$ cat src/rtl/cpu_sequencer.sv
// Multi-cycle control FSM for the 8-bit CPU: fetches two-byte instructions, sequences ALU/RF/RAM,
// holds the architectural PC and C/Z flags, and guards RAM accesses with a ready timeout.
module cpu_sequencer #(
  parameter logic [7:0]  RESET_PC    = 8'h00,
  parameter int unsigned MEM_TIMEOUT = 15
) (
  input  logic       clk,
  input  logic       reset,
  input  logic       start,
  output logic [7:0] rom_addr,
  input  logic [7:0] rom_data,
  output logic [7:0] ram_addr,
  output logic       ram_n_cs,
  output logic       ram_n_oe,
  output logic       ram_n_we,
  input  logic       ram_ready,
  output logic [2:0] rf_raddr1,
  output logic [2:0] rf_raddr2,
  output logic [2:0] rf_waddr,
  output logic       rf_we,
  output logic [1:0] wb_sel,
  output logic [7:0] imm,
  output logic       alu_op,
  output logic [2:0] alu_func,
  input  logic       alu_carry,
  input  logic       alu_zero,
  output logic       carry_f,
  output logic       zero_f,
  output logic [7:0] pc,
  output logic       halted,
  output logic       err
);

  typedef enum logic [3:0] {
    S_IDLE, S_FETCH1, S_FETCH2, S_DECODE, S_EXEC, S_MEM, S_WB, S_HALT, S_ERROR
  } state_t;

  localparam logic [15:0] TMO_LIMIT = 16'(MEM_TIMEOUT);

  state_t      state_q, state_d;
  logic [7:0]  pc_q, pc_d;
  logic [7:0]  ir1_q, ir1_d;
  logic [7:0]  ir2_q, ir2_d;
  logic        carry_q, carry_d;
  logic        zero_q, zero_d;
  logic [15:0] tmo_q, tmo_d;

  logic is_alu, is_ldi, is_ldm, is_st, is_jmp, is_halt, jmp_taken;

  always_comb begin
    is_alu  = ir1_q[7];
    is_ldi  = (ir1_q[7:4] == 4'h1);
    is_ldm  = (ir1_q[7:4] == 4'h2);
    is_st   = (ir1_q[7:4] == 4'h3);
    is_jmp  = (ir1_q[7:4] == 4'h4);
    is_halt = (ir1_q == 8'h0F);
    unique case (ir1_q[2:0])
      3'b000:  jmp_taken = 1'b1;
      3'b001:  jmp_taken = carry_q;
      3'b101:  jmp_taken = !carry_q;
      3'b010:  jmp_taken = zero_q;
      3'b110:  jmp_taken = !zero_q;
      default: jmp_taken = 1'b0;
    endcase
  end

  always_ff @(posedge clk or posedge reset) begin
    if (reset) begin
      state_q <= S_IDLE;
      pc_q    <= RESET_PC;
      ir1_q   <= '0;
      ir2_q   <= '0;
      carry_q <= 1'b0;
      zero_q  <= 1'b0;
      tmo_q   <= '0;
    end else begin
      state_q <= state_d;
      pc_q    <= pc_d;
      ir1_q   <= ir1_d;
      ir2_q   <= ir2_d;
      carry_q <= carry_d;
      zero_q  <= zero_d;
      tmo_q   <= tmo_d;
    end
  end

  always_comb begin
    state_d = state_q;
    pc_d    = pc_q;
    ir1_d   = ir1_q;
    ir2_d   = ir2_q;
    carry_d = carry_q;
    zero_d  = zero_q;
    tmo_d   = tmo_q;
    unique case (state_q)
      S_IDLE:   if (start) state_d = S_FETCH1;
      S_FETCH1: begin
        ir1_d   = rom_data;
        state_d = S_FETCH2;
      end
      S_FETCH2: begin
        ir2_d   = rom_data;
        pc_d    = pc_q + 8'd2;
        state_d = S_DECODE;
      end
      S_DECODE: begin
        tmo_d = '0;
        if (is_alu || is_jmp)    state_d = S_EXEC;
        else if (is_ldi)         state_d = S_WB;
        else if (is_ldm || is_st) state_d = S_MEM;
        else if (is_halt)        state_d = S_HALT;
        else                     state_d = S_FETCH1;
      end
      S_EXEC: begin
        if (is_alu) begin
          carry_d = alu_carry;
          zero_d  = alu_zero;
          state_d = S_WB;
        end else begin
          if (jmp_taken) pc_d = ir2_q;
          state_d = S_FETCH1;
        end
      end
      S_MEM: begin
        // A zero limit never matches the incremented count, so the wait is unbounded.
        if (ram_ready) begin
          tmo_d   = '0;
          state_d = is_ldm ? S_WB : S_FETCH1;
        end else if ((TMO_LIMIT != '0) && (tmo_q + 16'd1 == TMO_LIMIT)) begin
          tmo_d   = tmo_q + 16'd1;
          state_d = S_ERROR;
        end else begin
          tmo_d = tmo_q + 16'd1;
        end
      end
      S_WB:    state_d = S_FETCH1;
      S_HALT:  state_d = S_HALT;
      S_ERROR: state_d = S_ERROR;
      default: state_d = S_IDLE;
    endcase
  end

  always_comb begin
    rom_addr = pc_q;
    ram_n_cs = 1'b1;
    ram_n_oe = 1'b1;
    ram_n_we = 1'b1;
    rf_we    = 1'b0;
    wb_sel   = 2'b00;
    alu_op   = 1'b0;
    unique case (state_q)
      S_FETCH2: rom_addr = pc_q + 8'd1;
      S_EXEC:   alu_op = is_alu;
      S_MEM: begin
        ram_n_cs = 1'b0;
        ram_n_oe = !is_ldm;
        ram_n_we = !is_st;
      end
      S_WB: begin
        rf_we = 1'b1;
        if (is_alu) begin
          wb_sel = 2'b10;
          alu_op = 1'b1;
        end else if (is_ldm) begin
          wb_sel   = 2'b01;
          ram_n_cs = 1'b0;
          ram_n_oe = 1'b0;
        end
      end
      default: ;
    endcase
  end

  assign ram_addr  = ir2_q;
  assign imm       = ir2_q;
  assign rf_raddr1 = ir1_q[2:0];
  assign rf_raddr2 = is_st ? ir1_q[2:0] : ir2_q[2:0];
  assign rf_waddr  = ir1_q[2:0];
  assign alu_func  = ir1_q[6:4];
  assign carry_f   = carry_q;
  assign zero_f    = zero_q;
  assign pc        = pc_q;
  assign halted    = (state_q == S_HALT) || (state_q == S_ERROR);
  assign err       = (state_q == S_ERROR);

endmodule

$ cat config.mk
export PLATFORM = sky130hd
export DESIGN_NAME = cpu_sequencer
export DESIGN_NICKNAME = d
export VERILOG_FILES = /design/src/rtl/cpu_sequencer.sv
export SDC_FILE = /design/constraint.sdc
export NUM_CORES = 1
export LEC_CHECK = 0
export CAP_MARGIN = 15
export CORE_UTILIZATION = 58
export DETAILED_ROUTE_END_ITERATION = 6
export DONT_BUFFER_PORTS = 1
export GPL_TIMING_DRIVEN = 0
export PLACE_DENSITY_LB_ADDON = 0.12
export SYNTH_ARGS = -nofsm -noshare
export SYNTH_HDL_FRONTEND = slang
export SYNTH_SLANG_ARGS = --single-unit
export TNS_END_PERCENT = 20
$ cat constraint.sdc
create_clock -name clk -period 2 [get_ports clk]
set_clock_uncertainty 0.1 [all_clocks]
set_input_delay 0.4 -clock clk [delete_from_list [all_inputs] [get_ports clk]]
set_output_delay 0.4 -clock clk [all_outputs]
set_load 0.01 [all_outputs]
==> results of run 1 <==
==> sequential cells by signal (all words and copies together) (netlist names) <==
| register | count |
|---|---|
| ir1_q | 8 |
| pc | 8 |
| zero_f | 1 |
| tmo_q | 16 |
| carry_f | 1 |
| state_q | 4 |
| imm | 8 |
==> per-stage QoR <==
step	utilization, %	area [um2]	total power [uW]	hold slack, ps	setup WS (ps)
3_3_place_gp	62.87	3252	4009	408.7	-403.3
3_5_place_dp	63.26	3272	4081	179.5	-441.7
5_1_grt	80.04	4140	6265	93.91	-316.0
4_1_cts	72.54	3752	5293	97.04	-247.2
6_report	80.04	4140	5940	94.37	-258.3
2_1_floorplan	-	3164	3576	381.7	-132.9
==> per-layer routing <==
layer	part of all wire [%]	wire, um
met4	2.7	267
met1	40	3927
met2	49	4814
met5	0	0
met3	7.9	769
==> synth_stat cells (4+ instances only) <==
cell type   n  area, um2
xor2_1      8      70.07
inv_1      11      41.29
clkbuf_1   12      45.04
a2bb2oi_1   4      35.03
nand2b_1    6      37.54
nand2_1    59      221.5
dfrtp_1    46       1151
o22ai_1     4      25.02
or3_1       5      31.28
nand4_1     6      37.54
nand3_1    16      80.08
nor3b_1     8      60.06
a21oi_1     8      40.04
buf_2       5      25.02
ha_1        8      100.1
a31oi_1     7      43.79
xnor2_1     5      43.79
nor2_1     24      90.09
o21ai_0    35      175.2
mux2_2     12      135.1
buf_4      18      135.1
and3_1      4      25.02
o31ai_1     5      37.54
nor3_1     13      65.06
==> cell usage in the layout, fill, tap and decap left out, types with 5 or more instances in the layout <==
cell type	synthesis	layout
buf_4	18	58
nand2_1	59	58
o21ai_0	35	34
dfrtp_1	46	33
nor2_1	24	20
nand3_1	16	13
dfrtp_2	0	13
mux2_2	12	9
inv_1	11	8
nor3_1	13	8
nor3_4	0	7
a21oi_1	8	7
nand4_1	6	6
a31oi_1	7	6
nor3b_1	8	6
or3_1	5	5
buf_6	1	5
xor2_1	8	5
clkbuf_8	0	5
==> repair_timing <==
action,CTS,global route
endpoints found under the setup margin,47,51
hold buffers,1,0
gates resized for setup,59,51
setup buffers,18,22
pin swaps,12,16
hold endpoints to repair,14,0
gates cloned,0,1
==> path summary, 6_finish.rpt <==
kind                       slack, ps           to         from
max in group asynchronous        870     tmo_q[3]        reset
min                               90       imm[0]  rom_data[0]
min in group asynchronous        410      carry_f        reset
max reg2reg                     -180        pc[2]   state_q[1]
max                             -260  rom_addr[6]   state_q[2]
min reg2reg                      470     ir1_q[3]     ir1_q[3]
==> area by class of cell <==
cell class                      count  area (um2)  area share (%)
Inverter                           11       46.29           1.118
Clock buffer                        5       68.82           1.662
Tap cell                           70       87.58           2.115
Timing Repair Buffer               43       351.6           8.492
Buffer                             35       266.5           6.437
Multi-Input combinational cell    279        2112           51.01
Sequential cell                    46        1167           28.20
Clock inverter                      3       40.04          0.9671
==> power breakdown <==
group	internal (uW)	leakage, uW	switching [uW]
clock network	368	0.0000579	336
registers	1250	0.000571	638
logic	1580	0.00118	1770
total	3200	0.00181	2740
==> cells by family (layout without fill, tap and decap cells) <==
logic type               Yosys count  in the layout  share of synthesized area (%)
AND/OR/NAND/NOR                  161            161                          26.14
AO/OA/AOI/OAI                     84             84                          17.39
buffers and inverters             50             97                          8.633
flip-flops                        46             46                          36.44
XOR/XNOR                          13             13                          3.604
multiplexers                      13             13                          4.634
adder cells (fa/ha/maj)            8              8                          3.168
==> metrics.cfg, run 1 <==
[worst_setup_path]
end_kind=output pin
cp_num_cells=5
cp_cell_sequence=buf_6 > nor3_4 > nand4_1 > nor2_1 > xor2_1
critical-path-max-stage-delay_ps=440
crit_required_ps=1500
critical_path_class=register to output pin
crit_family=simple AND/OR/NAND/NOR gates
crit_buf_inv=1
r2r_cells=6
cp-start-kind=register
slowest_stage=dfrtp_1
cp_max_fo=9
worstPathArrival_ps=1760

[sta]
layout_worst_path_cycle_share_pct=112.9
rsz0062_at_grt=yes
fmax_mhz=442.8
final_hold_viol_count=0
worst_slack_ps=-258.3
layout_min_cycle_time_ps=2258
maxSlewViolCount=0
tns_ps=-2878
slew-limit-headroom_pct=63.99
worstMarginPinSlew_ps=538.5
setup_viol=32

[die]
io_pins=69
start_util_pct=61.08
die_w_um=75.81
die_h_um=75.81
coreArea_um2=5172
die-area_um2=5746
std_cell_rows=26

[cells_and_area]
diodes=0
num-fill-cells=312
final_layout_size_suffix_gt1_share_pct=38.63
areaGrowthSynthToFinish_pct=31.05
fin_cells=492
nNetsFinal=443

[synthesis]
ys_types=53
syn_area_um2=3159
syn_nets=397
synthArstFlopShare_pct=100.0
ys_seq_area_share_pct=36.44
avgSynthCellArea_um2=8.425
synth_edf_count=0
ys_ff_latch=46
syn_inst=375
yosys_warnings=0
synthFlopType=dfrtp_1

[route]
drtIter0Drc=297
viasPerCell=6.646
drc=0
wl_mm=9.780
ant_nets=0
first_pass_iters=5
wl_per_cell_um=19.88
vias=3270

[clock_network]
cts_buffers=5
clock_latency_ps=300
cts_buffer_depth=2
root_buffer=clkbuf_8
cts_sinks=46
cts_tree=yes
htreeDepth=2
path_clk_slew_ps=90

[power]
powerDensity_nw_per_um2=1435
peakVddDrop_v=0.001049
p_leak_uw=0.001807

[placement]
place_hpwl_mm=5.420
gp_congestion=0.8712
place_inst=446
io_buffers=0

[global_routing]
antenna_found_initial=0
grt_first_pass_wirelength_mm=12.82
gr-total-overflow=0
grt_pass1_vias=2578
grt_max_degree=33
use_met2_pct=47.20
top_usage_layer=met2
use_met3_pct=6.481
met1_usage_pct=41.68
grt_usage_pct=29.60

[min_path]
min_path_type=primary input to register
whs_path_depth=2

[job]
cap_violations=0

[run_status]
status=finished, violations left
failed_checks=negative setup slack

No activity file was read; power rests on OpenSTA's default activity.
==> run 2, diff against run 1 <==
- CORE_UTILIZATION: 58 -> 65
- clock period: 2 -> 2.7 ns (I/O delays scaled with it)
==> run 2 against run 1 <==
  * Global-route usage increased by 1.4 points
  * Non-clock buffer count shrank 37
  * The run ends with design-rule violations left
  * Count of clock-buffer cells in the layout up 1
  * Clock power decreased by 37%
  * Wire length shrank 23%
  * Sequential share of layout area grew 5.7 points
  * Cell count down 11%
==> metrics.cfg, run 2 (same netlist as run 1, synthesis figures left out) <==
[global_routing]
grt_max_degree=41  ; was 33
gr-total-overflow=0  ; unchanged
grt_usage_pct=31.03  ; was 29.60%
met1_usage_pct=40.13  ; was 41.68%
grt_pass1_vias=2682  ; was 2578
top_usage_layer=met2  ; unchanged
grt_first_pass_wirelength_mm=12.45  ; was 12.82 mm
use_met2_pct=50.00  ; was 47.20%
antenna_found_initial=0  ; unchanged
use_met3_pct=8.439  ; was 6.481%

[power]
peakVddDrop_v=0.0006248  ; was 0.001049 V
p_leak_uw=0.001471  ; was 0.001807 uW
powerDensity_nw_per_um2=1037  ; was 1435 nW/um2
total_power_uw=3518  ; was 5940 uW

[worst_setup_path]
cp_cell_sequence=clkbuf_1 > or4b_2 > o21ai_0 > nand2_1  ; was buf_6 > nor3_4 > nand4_1 > nor2_1 > xor2_1
reg2reg_from=tmo_q[1]  ; was state_q[1]
cp-start-kind=register  ; unchanged
reg2reg_to=state_q[2]  ; was pc[2]
critical_path_class=register to output pin  ; unchanged
end_kind=output pin  ; unchanged
slowest_stage=or4b_2  ; was dfrtp_1
r2r_cells=6  ; unchanged
crit_required_ps=2060  ; was 1500 ps
worstPathArrival_ps=1990  ; was 1760 ps
cp_max_fo=8  ; was 9
critical-path-max-stage-delay_ps=740  ; was 440 ps
worstSetupStartpoint=ir1_q[4]  ; was state_q[2]
r2r_setup_slack_ps=320  ; was -180 ps

[clock_network]
post_cts_buffers=0  ; was 18
cts_buffers=5  ; unchanged
path_clk_slew_ps=90  ; about the same
cts_buffer_depth=2  ; unchanged
clock_latency_ps=300  ; about the same
cts_tree=yes  ; unchanged
htreeDepth=2  ; unchanged
cts_sinks=46  ; unchanged
root_buffer=clkbuf_8  ; unchanged

[cells_and_area]
nNetsFinal=406  ; was 443
final_area_um2=3392  ; was 4140 um2
mostFrequentLayoutCells=nand2_1, dfrtp_1, o21ai_0  ; was buf_4, nand2_1, o21ai_0
largest_reg_flops=16  ; unchanged
areaGrowthSynthToFinish_pct=7.366  ; was 31.05%
diodes=0  ; unchanged
final_common_cell=nand2_1
largest_register=tmo_q  ; unchanged
fin_cells=437  ; was 492
final_layout_size_suffix_gt1_share_pct=16.62  ; was 38.63%

[min_path]
min_path_type=primary input to register  ; unchanged
whs_path_depth=2  ; unchanged
hold_path_startpoint=rom_data[3]  ; was rom_data[0]
worstHoldEndpoint=imm[3]  ; was imm[0]

[sta]
slew-limit-headroom_pct=51.50  ; was 63.99%
rsz0062_at_grt=yes  ; unchanged
layout_min_cycle_time_ps=2634
timing.hold.ws_ps=235.7  ; was 94.37 ps
setup_viol=0  ; was 32
fmax_mhz=379.6
layout_worst_path_cycle_share_pct=97.56
maxSlewViolCount=0  ; unchanged
final_hold_viol_count=0  ; unchanged
worstMarginPinSlew_ps=723.5  ; was 538.5 ps

[die]
start_util_pct=70.14  ; was 61.08%
io_pins=69  ; unchanged
die-area_um2=5143  ; was 5746 um2
coreArea_um2=4504  ; was 5172 um2
std_cell_rows=24  ; was 26
die_h_um=71.72  ; was 75.81 um
die_w_um=71.72  ; was 75.81 um

[route]
first_pass_iters=7  ; was 5
wl_mm=7.543  ; was 9.780 mm
drc=2  ; was 0
viasPerCell=6.581  ; was 6.646
ant_nets=0  ; unchanged
vias=2876  ; was 3270
drtIter0Drc=230  ; was 297
wl_per_cell_um=17.26  ; was 19.88 um

[placement]
place_hpwl_mm=5.256  ; was 5.420 mm
gp_congestion=0.9236  ; was 0.8712
io_buffers=0  ; unchanged
dpl_cell_area_um2=3244  ; was 3272 um2
place_inst=428  ; was 446

[run_status]
failed_checks=design-rule violations  ; was negative setup slack
status=finished, violations left  ; unchanged

[job]
cap_violations=0  ; unchanged

-- run 2: cell type report --
cell class	count	area, um2
timing repair buffer	2	30.03
inverter	11	41.29
tap	52	65.06
multi-input combinational	279	1777
clock buffer	6	82.58
sequential	46	1151
buffer	39	232.7
clock inverter	2	12.51
fill	342	1112
-- run 2: layer usage --
| metal | vias up | part of all wire, % |
|---|---|---|
| met4 | 0 | 2.2 |
| li1 | 1336 | - |
| met2 | 139 | 46 |
| met5 | - | 0 |
| met1 | 1384 | 43 |
| met3 | 17 | 8.5 |
-- run 2: critical path, delay by kind of cell (launching register included) --
| kind | cells | cell delay [ps] |
|---|---|---|
| AO/OA/AOI/OAI | 1 | 200 |
| AND/OR/NAND/NOR | 2 | 870 |
| buffers and inverters | 1 | 210 |
| flip-flops | 1 | 410 |
-- run 2: how the worst max path moves through the flow --
stage / end / slack (ps) / cells after the start
after floorplan: rom_addr[6] / 380 / 5
after global placement: rom_addr[1] / -50 / 4
after detailed placement: rom_addr[1] / -6 / 5
after CTS: rom_addr[1] / 0.2 / 5
after global routing: rom_addr[6] / -60 / 5
final: ram_n_cs / 70 / 4
-- run 2: power breakdown --
| part | switching, uW | internal [uW] | leakage (uW) |
|---|---|---|---|
| logic | 1030 | 744 | 0.000838 |
| clock network | 236 | 206 | 0.0000472 |
| registers | 389 | 912 | 0.000586 |
| total | 1660 | 1860 | 0.00147 |
-- run 2: metrics by stage --
step | util (%) | setup TNS (ps) | setup slack, ps
2_1_floorplan | - | 0 | 383.7
3_3_place_gp | 71.58 | -55.26 | -52.45
3_5_place_dp | 72.03 | -6.499 | -6.499
4_1_cts | 74.72 | 0 | 0.1992
5_1_grt | 75.31 | -60.67 | -60.67
6_report | 75.31 | 0 | 65.81
-- run 2: timing repair --
item                       CTS  global route
gates resized for setup      3             6
hold endpoints to repair     6             0
pin swaps                    0             0
hold buffers                 1             0
setup endpoints to repair   10             8
==> run 3, diff against run 2 <==
- CTS_CLUSTER_SIZE: not set -> 28
==> results of run 3 <==
The final DEF is identical to that of run 2; final timing and power are the same.
